### config.mk
export PLATFORM = sky130hd
export DESIGN_NAME = fetch_unit_flat
export DESIGN_NICKNAME = d
export VERILOG_FILES = /design/src/rtl/fetch_unit_if.sv /design/src/rtl/fetch_unit.sv /design/src/flat_wrapper.sv
export SDC_FILE = /design/constraint.sdc
export NUM_CORES = 1
export LEC_CHECK = 0
export CAP_MARGIN = 40
export CORE_AREA = 5 5 189 191
export CTS_CLUSTER_SIZE = 40
export DETAILED_ROUTE_END_ITERATION = 8
export DIE_AREA = 0 0 194 196
export PLACE_DENSITY = 0.63
export SLEW_MARGIN = 40
export SYNTH_ARGS = -nofsm -noshare
export SYNTH_HDL_FRONTEND = slang
export SYNTH_SLANG_ARGS = --single-unit
### constraint.sdc
create_clock -name clk -period 4.09 [get_ports clk]
set_input_delay 0.6135 -clock clk [delete_from_list [all_inputs] [get_ports clk]]
set_output_delay 0.6135 -clock clk [all_outputs]
set_load 0.005 [all_outputs]
### src/rtl/fetch_unit_if.sv
// Bundles the instruction-memory request/response path, the redirect strobe
// and the instruction-queue output port of the fetch unit.
interface fetch_unit_if #(
    parameter int WIDTH = 32
);
    // imem: a request is taken in every cycle imem_req_o=1 (no grant), and exactly one
    // imem_rvalid_i answers it one or more cycles later. iq: the head is popped in any
    // cycle with iq_valid_o && iq_ready_i. redirect_i overrides both in its cycle.
    logic             imem_req_o;
    logic [WIDTH-1:0] imem_addr_o;
    logic             imem_rvalid_i;
    logic [WIDTH-1:0] imem_rdata_i;
    logic             redirect_i;
    logic [WIDTH-1:0] redirect_addr_i;
    logic             iq_valid_o;
    logic [WIDTH-1:0] iq_instr_o;
    logic [WIDTH-1:0] iq_pc_o;
    logic             iq_ready_i;

    modport master (
        output imem_req_o, imem_addr_o, iq_valid_o, iq_instr_o, iq_pc_o,
        input  imem_rvalid_i, imem_rdata_i, redirect_i, redirect_addr_i, iq_ready_i
    );

    modport slave (
        input  imem_req_o, imem_addr_o, iq_valid_o, iq_instr_o, iq_pc_o,
        output imem_rvalid_i, imem_rdata_i, redirect_i, redirect_addr_i, iq_ready_i
    );
endinterface

### src/rtl/fetch_unit.sv
// Instruction fetch front end: owns the fetch PC, keeps one imem read in flight
// and buffers returned words, tagged with their PC, in an in-order queue.
module fetch_unit #(
    parameter int               WIDTH      = 32,
    parameter logic [WIDTH-1:0] RESET_ADDR = WIDTH'(32'h0040_0000),
    parameter int               DEPTH      = 4
) (
    input  logic         clk,
    input  logic         rst_n,
    fetch_unit_if.master bus,
    output logic [1:0]   dbg_state_o
);
    localparam int PTR_W = $clog2(DEPTH);
    localparam int CNT_W = PTR_W + 1;

    typedef enum logic [1:0] {
        ISSUE = 2'd0,
        WAIT  = 2'd1,
        DROP  = 2'd2
    } state_t;

    state_t           state_q;
    logic [WIDTH-1:0] fetch_pc_q;
    logic [WIDTH-1:0] req_pc_q;
    logic [WIDTH-1:0] redirect_pc;

    logic [PTR_W-1:0] rd_ptr_q, rd_ptr_d;
    logic [PTR_W-1:0] wr_ptr_q, wr_ptr_d;
    logic [CNT_W-1:0] count_q, count_d;
    logic [WIDTH-1:0] instr_mem_q [DEPTH];
    logic [WIDTH-1:0] pc_mem_q    [DEPTH];

    logic full;
    logic empty;
    logic issue;
    logic push;
    logic pop;

    assign redirect_pc = bus.redirect_addr_i & ~WIDTH'(3);
    assign full        = (count_q == CNT_W'(DEPTH));
    assign empty       = (count_q == '0);

    // Request is combinational from state; gating with rst_n keeps it low while in reset.
    assign issue = rst_n && (state_q == ISSUE) && !full && !bus.redirect_i;
    assign push  = (state_q == WAIT) && bus.imem_rvalid_i && !bus.redirect_i;
    assign pop   = !empty && bus.iq_ready_i && !bus.redirect_i;

    assign bus.imem_req_o  = issue;
    assign bus.imem_addr_o = issue ? fetch_pc_q : '0;
    assign bus.iq_valid_o  = !empty;
    assign bus.iq_instr_o  = empty ? '0 : instr_mem_q[rd_ptr_q];
    assign bus.iq_pc_o     = empty ? '0 : pc_mem_q[rd_ptr_q];
    assign dbg_state_o     = state_q;

    always_ff @(posedge clk or negedge rst_n) begin
        if (!rst_n) begin
            state_q    <= ISSUE;
            fetch_pc_q <= RESET_ADDR;
            req_pc_q   <= '0;
        end else begin
            case (state_q)
                ISSUE: begin
                    if (bus.redirect_i) begin
                        fetch_pc_q <= redirect_pc;
                    end else if (!full) begin
                        req_pc_q   <= fetch_pc_q;
                        fetch_pc_q <= fetch_pc_q + WIDTH'(4);
                        state_q    <= WAIT;
                    end
                end
                WAIT: begin
                    if (bus.redirect_i) begin
                        fetch_pc_q <= redirect_pc;
                        state_q    <= bus.imem_rvalid_i ? ISSUE : DROP;
                    end else if (bus.imem_rvalid_i) begin
                        state_q <= ISSUE;
                    end
                end
                DROP: begin
                    // The squashed response still has to be absorbed before issuing again.
                    if (bus.redirect_i) fetch_pc_q <= redirect_pc;
                    if (bus.imem_rvalid_i) state_q <= ISSUE;
                end
                default: state_q <= ISSUE;
            endcase
        end
    end

    always_comb begin
        rd_ptr_d = rd_ptr_q;
        wr_ptr_d = wr_ptr_q;
        count_d  = count_q;
        if (bus.redirect_i) begin
            rd_ptr_d = '0;
            wr_ptr_d = '0;
            count_d  = '0;
        end else begin
            if (push) wr_ptr_d = wr_ptr_q + PTR_W'(1);
            if (pop)  rd_ptr_d = rd_ptr_q + PTR_W'(1);
            if (push && !pop)      count_d = count_q + CNT_W'(1);
            else if (pop && !push) count_d = count_q - CNT_W'(1);
        end
    end

    always_ff @(posedge clk or negedge rst_n) begin
        if (!rst_n) begin
            rd_ptr_q <= '0;
            wr_ptr_q <= '0;
            count_q  <= '0;
        end else begin
            rd_ptr_q <= rd_ptr_d;
            wr_ptr_q <= wr_ptr_d;
            count_q  <= count_d;
        end
    end

    // Storage needs no reset: head outputs are masked while the queue is empty.
    always_ff @(posedge clk) begin
        if (push) begin
            instr_mem_q[wr_ptr_q] <= bus.imem_rdata_i;
            pc_mem_q[wr_ptr_q]    <= req_pc_q;
        end
    end
endmodule

### src/flat_wrapper.sv
// flat-port wrapper written by rule: the top's interface ports become plain ports
module fetch_unit_flat 
#(
    parameter int               WIDTH      = 32,
    parameter logic [WIDTH-1:0] RESET_ADDR = WIDTH'(32'h0040_0000),
    parameter int               DEPTH      = 4
)
  (clk, rst_n, dbg_state_o, bus_imem_req_o, bus_imem_addr_o, bus_iq_valid_o, bus_iq_instr_o, bus_iq_pc_o, bus_imem_rvalid_i, bus_imem_rdata_i, bus_redirect_i, bus_redirect_addr_i, bus_iq_ready_i);
  fetch_unit_if #(.WIDTH(WIDTH)) bus_i ();
  input  logic clk;
  input  logic rst_n;
  output logic [1:0] dbg_state_o;
  output wire logic [$bits(bus_i.imem_req_o)-1:0] bus_imem_req_o;
  output wire logic [$bits(bus_i.imem_addr_o)-1:0] bus_imem_addr_o;
  output wire logic [$bits(bus_i.iq_valid_o)-1:0] bus_iq_valid_o;
  output wire logic [$bits(bus_i.iq_instr_o)-1:0] bus_iq_instr_o;
  output wire logic [$bits(bus_i.iq_pc_o)-1:0] bus_iq_pc_o;
  input wire logic [$bits(bus_i.imem_rvalid_i)-1:0] bus_imem_rvalid_i;
  input wire logic [$bits(bus_i.imem_rdata_i)-1:0] bus_imem_rdata_i;
  input wire logic [$bits(bus_i.redirect_i)-1:0] bus_redirect_i;
  input wire logic [$bits(bus_i.redirect_addr_i)-1:0] bus_redirect_addr_i;
  input wire logic [$bits(bus_i.iq_ready_i)-1:0] bus_iq_ready_i;
  assign bus_imem_req_o = bus_i.imem_req_o;
  assign bus_imem_addr_o = bus_i.imem_addr_o;
  assign bus_iq_valid_o = bus_i.iq_valid_o;
  assign bus_iq_instr_o = bus_i.iq_instr_o;
  assign bus_iq_pc_o = bus_i.iq_pc_o;
  assign bus_i.imem_rvalid_i = bus_imem_rvalid_i;
  assign bus_i.imem_rdata_i = bus_imem_rdata_i;
  assign bus_i.redirect_i = bus_redirect_i;
  assign bus_i.redirect_addr_i = bus_redirect_addr_i;
  assign bus_i.iq_ready_i = bus_iq_ready_i;
  fetch_unit #(.WIDTH(WIDTH), .RESET_ADDR(RESET_ADDR), .DEPTH(DEPTH)) u_core (.clk(clk), .rst_n(rst_n), .bus(bus_i), .dbg_state_o(dbg_state_o));
endmodule
==> results.py <==
metrics = {
    "outcome": {
        "status": "completed",
    },
    "timing": {
        "fin_setup_tns_ns": 0,
        "finClkSkew_ns": 0.0188,
        "period_share": 0.856,
        "tightest_slew_ns": 0.694,
        "fmax_mhz": 286,
        "min_period_ns": 3.50,
        "max_slew_margin": 0.534,
        "drv_slew": 0,
        "rsz0062_at_grt": "false",
        "final-hold-violation-count": 0,
        "finalSetupViolCount": 0,
    },
    "clock_network": {
        "clk_pin_slew_worst_paths_ns": 0.07,
        "insertion_delay_ns": 0.56,
        "cts_resized": 0,
        "h-tree-depth": 1,
        "cts_sinks": 317,
        "cts_buffer_depth": 3,
        "cts_root_buf": "clkbuf_16",
        "cts_setup_buffers": 0,
        "cts_buffers": 31,
        "ctsHoldBuffers": 0,
        "cts_tree": "done",
    },
    "power_and_ir_drop": {
        "power_density_nw_per_um2": 677,
        "p_leak_nw": 5.43,
        "p_total_mw": 11.1,
        "vdd_drop_max_mv": 0.324,
    },
    "worst_setup_path": {
        "max_stage_delay_ns": 0.72,
        "regToRegSetupSlack_ns": 1.57,
        "cp.buffers_inverters": 2,
        "cp.arrival_ns": 2.89,
        "crit_type": "flop to primary output",
        "crit_path_end_kind": "primary output",
        "critPathLaunchType": "flop",
        "worstPathRequired_ns": 3.48,
        "crit_fanout": 22,
        "path_cells": "buf_4, mux4_2, and2_1, clkdlybuf4s50_1",
        "crit_family": "buffers and inverters",
        "worst_path_max_delay_cell": "dfrtp_4",
    },
    "yosys": {
        "synth_seq_area_share": 0.687,
        "synth-edff-count": 248,
        "synth_seq_cells": 317,
        "synthCells": 808,
        "yosysWarnings": 0,
        "ys_types": 65,
        "synthArstFlopShare": 0.218,
        "syn_area_um2": 13400,
        "yosys_most_used_dff": "edfxtp_1",
        "synth.avg_cell_area_um2": 16.5,
    },
    "floorplan": {
        "core_um2": 33900,
        "die_area_um2": 38000,
        "floorplan.initialDensity": 0.393,
        "die_y_um": 196,
        "rows": 68,
        "dieWidth_um": 194,
        "ios": 169,
    },
    "placement": {
        "dp_hpwl_um": 18500,
        "placedCellCount": 1395,
        "postPlaceCellArea_um2": 15500,
        "portBuffers": 162,
        "finalWeightedCongestion": 0.838,
    },
    "drt": {
        "vias": 7469,
        "postRouteAntennaNets": 0,
        "route.detailed.wl_per_inst_um": 19.8,
        "dr.pass1.iters": 5,
        "post_drt_via_cell_ratio": 5.14,
        "drt_iter0_drc": 352,
        "routed_wl_um": 28800,
        "drc": 0,
    },
    "global_route": {
        "grt_pass1_wl_um": 45700,
        "grt_pass1_vias": 7805,
        "overflow": 0,
        "antenna_found_initial": 0,
        "grt_util_all_layers": 0.150,
        "grt_start_max_net_pins": 54,
    },
    "min_path": {
        "min_path_type": "primary input to async pin",
    },
    "final_layout": {
        "diodes": 0,
        "nNetsFinal": 1052,
        "area_growth_pct": 23.1,
        "seq_area_um2": 9180,
        "post-route-util": 0.484,
        "final_area_um2": 16400,
        "multi_input_area_um2": 3910,
        "fillers": 2869,
        "final_cells": 1453,
        "drive_gt1_frac": 0.177,
    },
    "job": {
        "maxCapViolCount": 0,
    },
}
## cell families after synthesis
family                     Yosys count  share of synthesized area
other                                1                   0.000281
AOI/OAI and AO/OA                   93                     0.0467
xor gates and xnor gates             5                    0.00328
adders and majority gates           10                    0.00993
buffers and inverters               57                     0.0222
DFF                                317                      0.687
and+or+nand+nor                    232                     0.0998
muxes                               93                      0.131
## layout make-up
type	count	share of cell area
Clock inverter	15	0.00518
Multi-Input combinational cell	437	0.238
Clock buffer	43	0.0518
Tap cell	455	0.0346
Sequential cell	317	0.559
Inverter	8	0.00183
Timing Repair Buffer	178	0.110
## sequential cells by signal, indices dropped and copies added (netlist names)
register and flops:
u_core.instr_mem_q 128, u_core.pc_mem_q 120, u_core.fetch_pc_q 30, u_core.req_pc_q 30
u_core.count_q 3, u_core.dbg_state_o 2, u_core.rd_ptr_q 2, u_core.wr_ptr_q 2
## cell usage after synthesis (all sizes together) (9+ instances only)
library cell,count,area share
a21oi,27,0.010
and2,100,0.047
and3,10,0.0051
buf,21,0.0090
clkbuf,28,0.011
dfrtp,68,0.13
edfxtp,248,0.56
ha,9,0.0084
mux2,30,0.025
mux4,62,0.10
nand2,25,0.0070
nand3,22,0.0082
nand4,9,0.0053
nor2,30,0.0086
nor3,15,0.0060
o21ai,16,0.0060
## report_power, final
group / internal, mW / switching, mW / leakage, nW
sequential: 4.13 / 0.663 / 3.03
clock: 1.45 / 1.17 / 0.465
combinational: 2.11 / 1.60 / 1.94
## per-layer routing
| metal | vias to the layer above | GRT usage | wire [um] |
|---|---|---|---|
| met3 | 32 | 0.0252 | 1380 |
| met4 | 0 | 0.0281 | 414 |
| met5 | - | 0 | 0 |
| li1 | 3469 | - | - |
| met2 | 199 | 0.256 | 14000 |
| met1 | 3769 | 0.206 | 13000 |
## worst paths after layout
kind,startpoint,endpoint,cells after the start
hold / removal,rst_n,u_core.fetch_pc_q[19],2
min in group clk,u_core.req_pc_q[8],u_core.pc_mem_q[1][8],0
setup reg to reg,u_core.count_q[2],u_core.count_q[2],7
max in group asynchronous,rst_n,u_core.rd_ptr_q[1],3
hold reg to reg,u_core.req_pc_q[8],u_core.pc_mem_q[1][8],0
setup / recovery,u_core.rd_ptr_q[0],bus_iq_instr_o[28],4
## layout by cell type, fill, tap and decap left out, types with 10 or more instances in the layout
cell               n
nor2_1            29
o21ai_0           16
clkbuf_16         31
mux4_2            62
clkdlybuf4s50_1  161
mux2_2            30
buf_4             10
nand3_1           22
edfxtp_1         248
a21oi_1           26
nor3_1            14
nand2_1           25
dfrtp_1           66
and2_1            94
## per-stage QoR
stage,hold WS [ns],setup WS (ns)
final,0.184,0.590
after global routing,0.197,0.397
after CTS,0.175,0.478
after detailed placement,0.503,0.758
after global placement,0.494,0.786
after floorplan,0.318,1.12
Note: power is estimated with default switching activity, not from simulation.
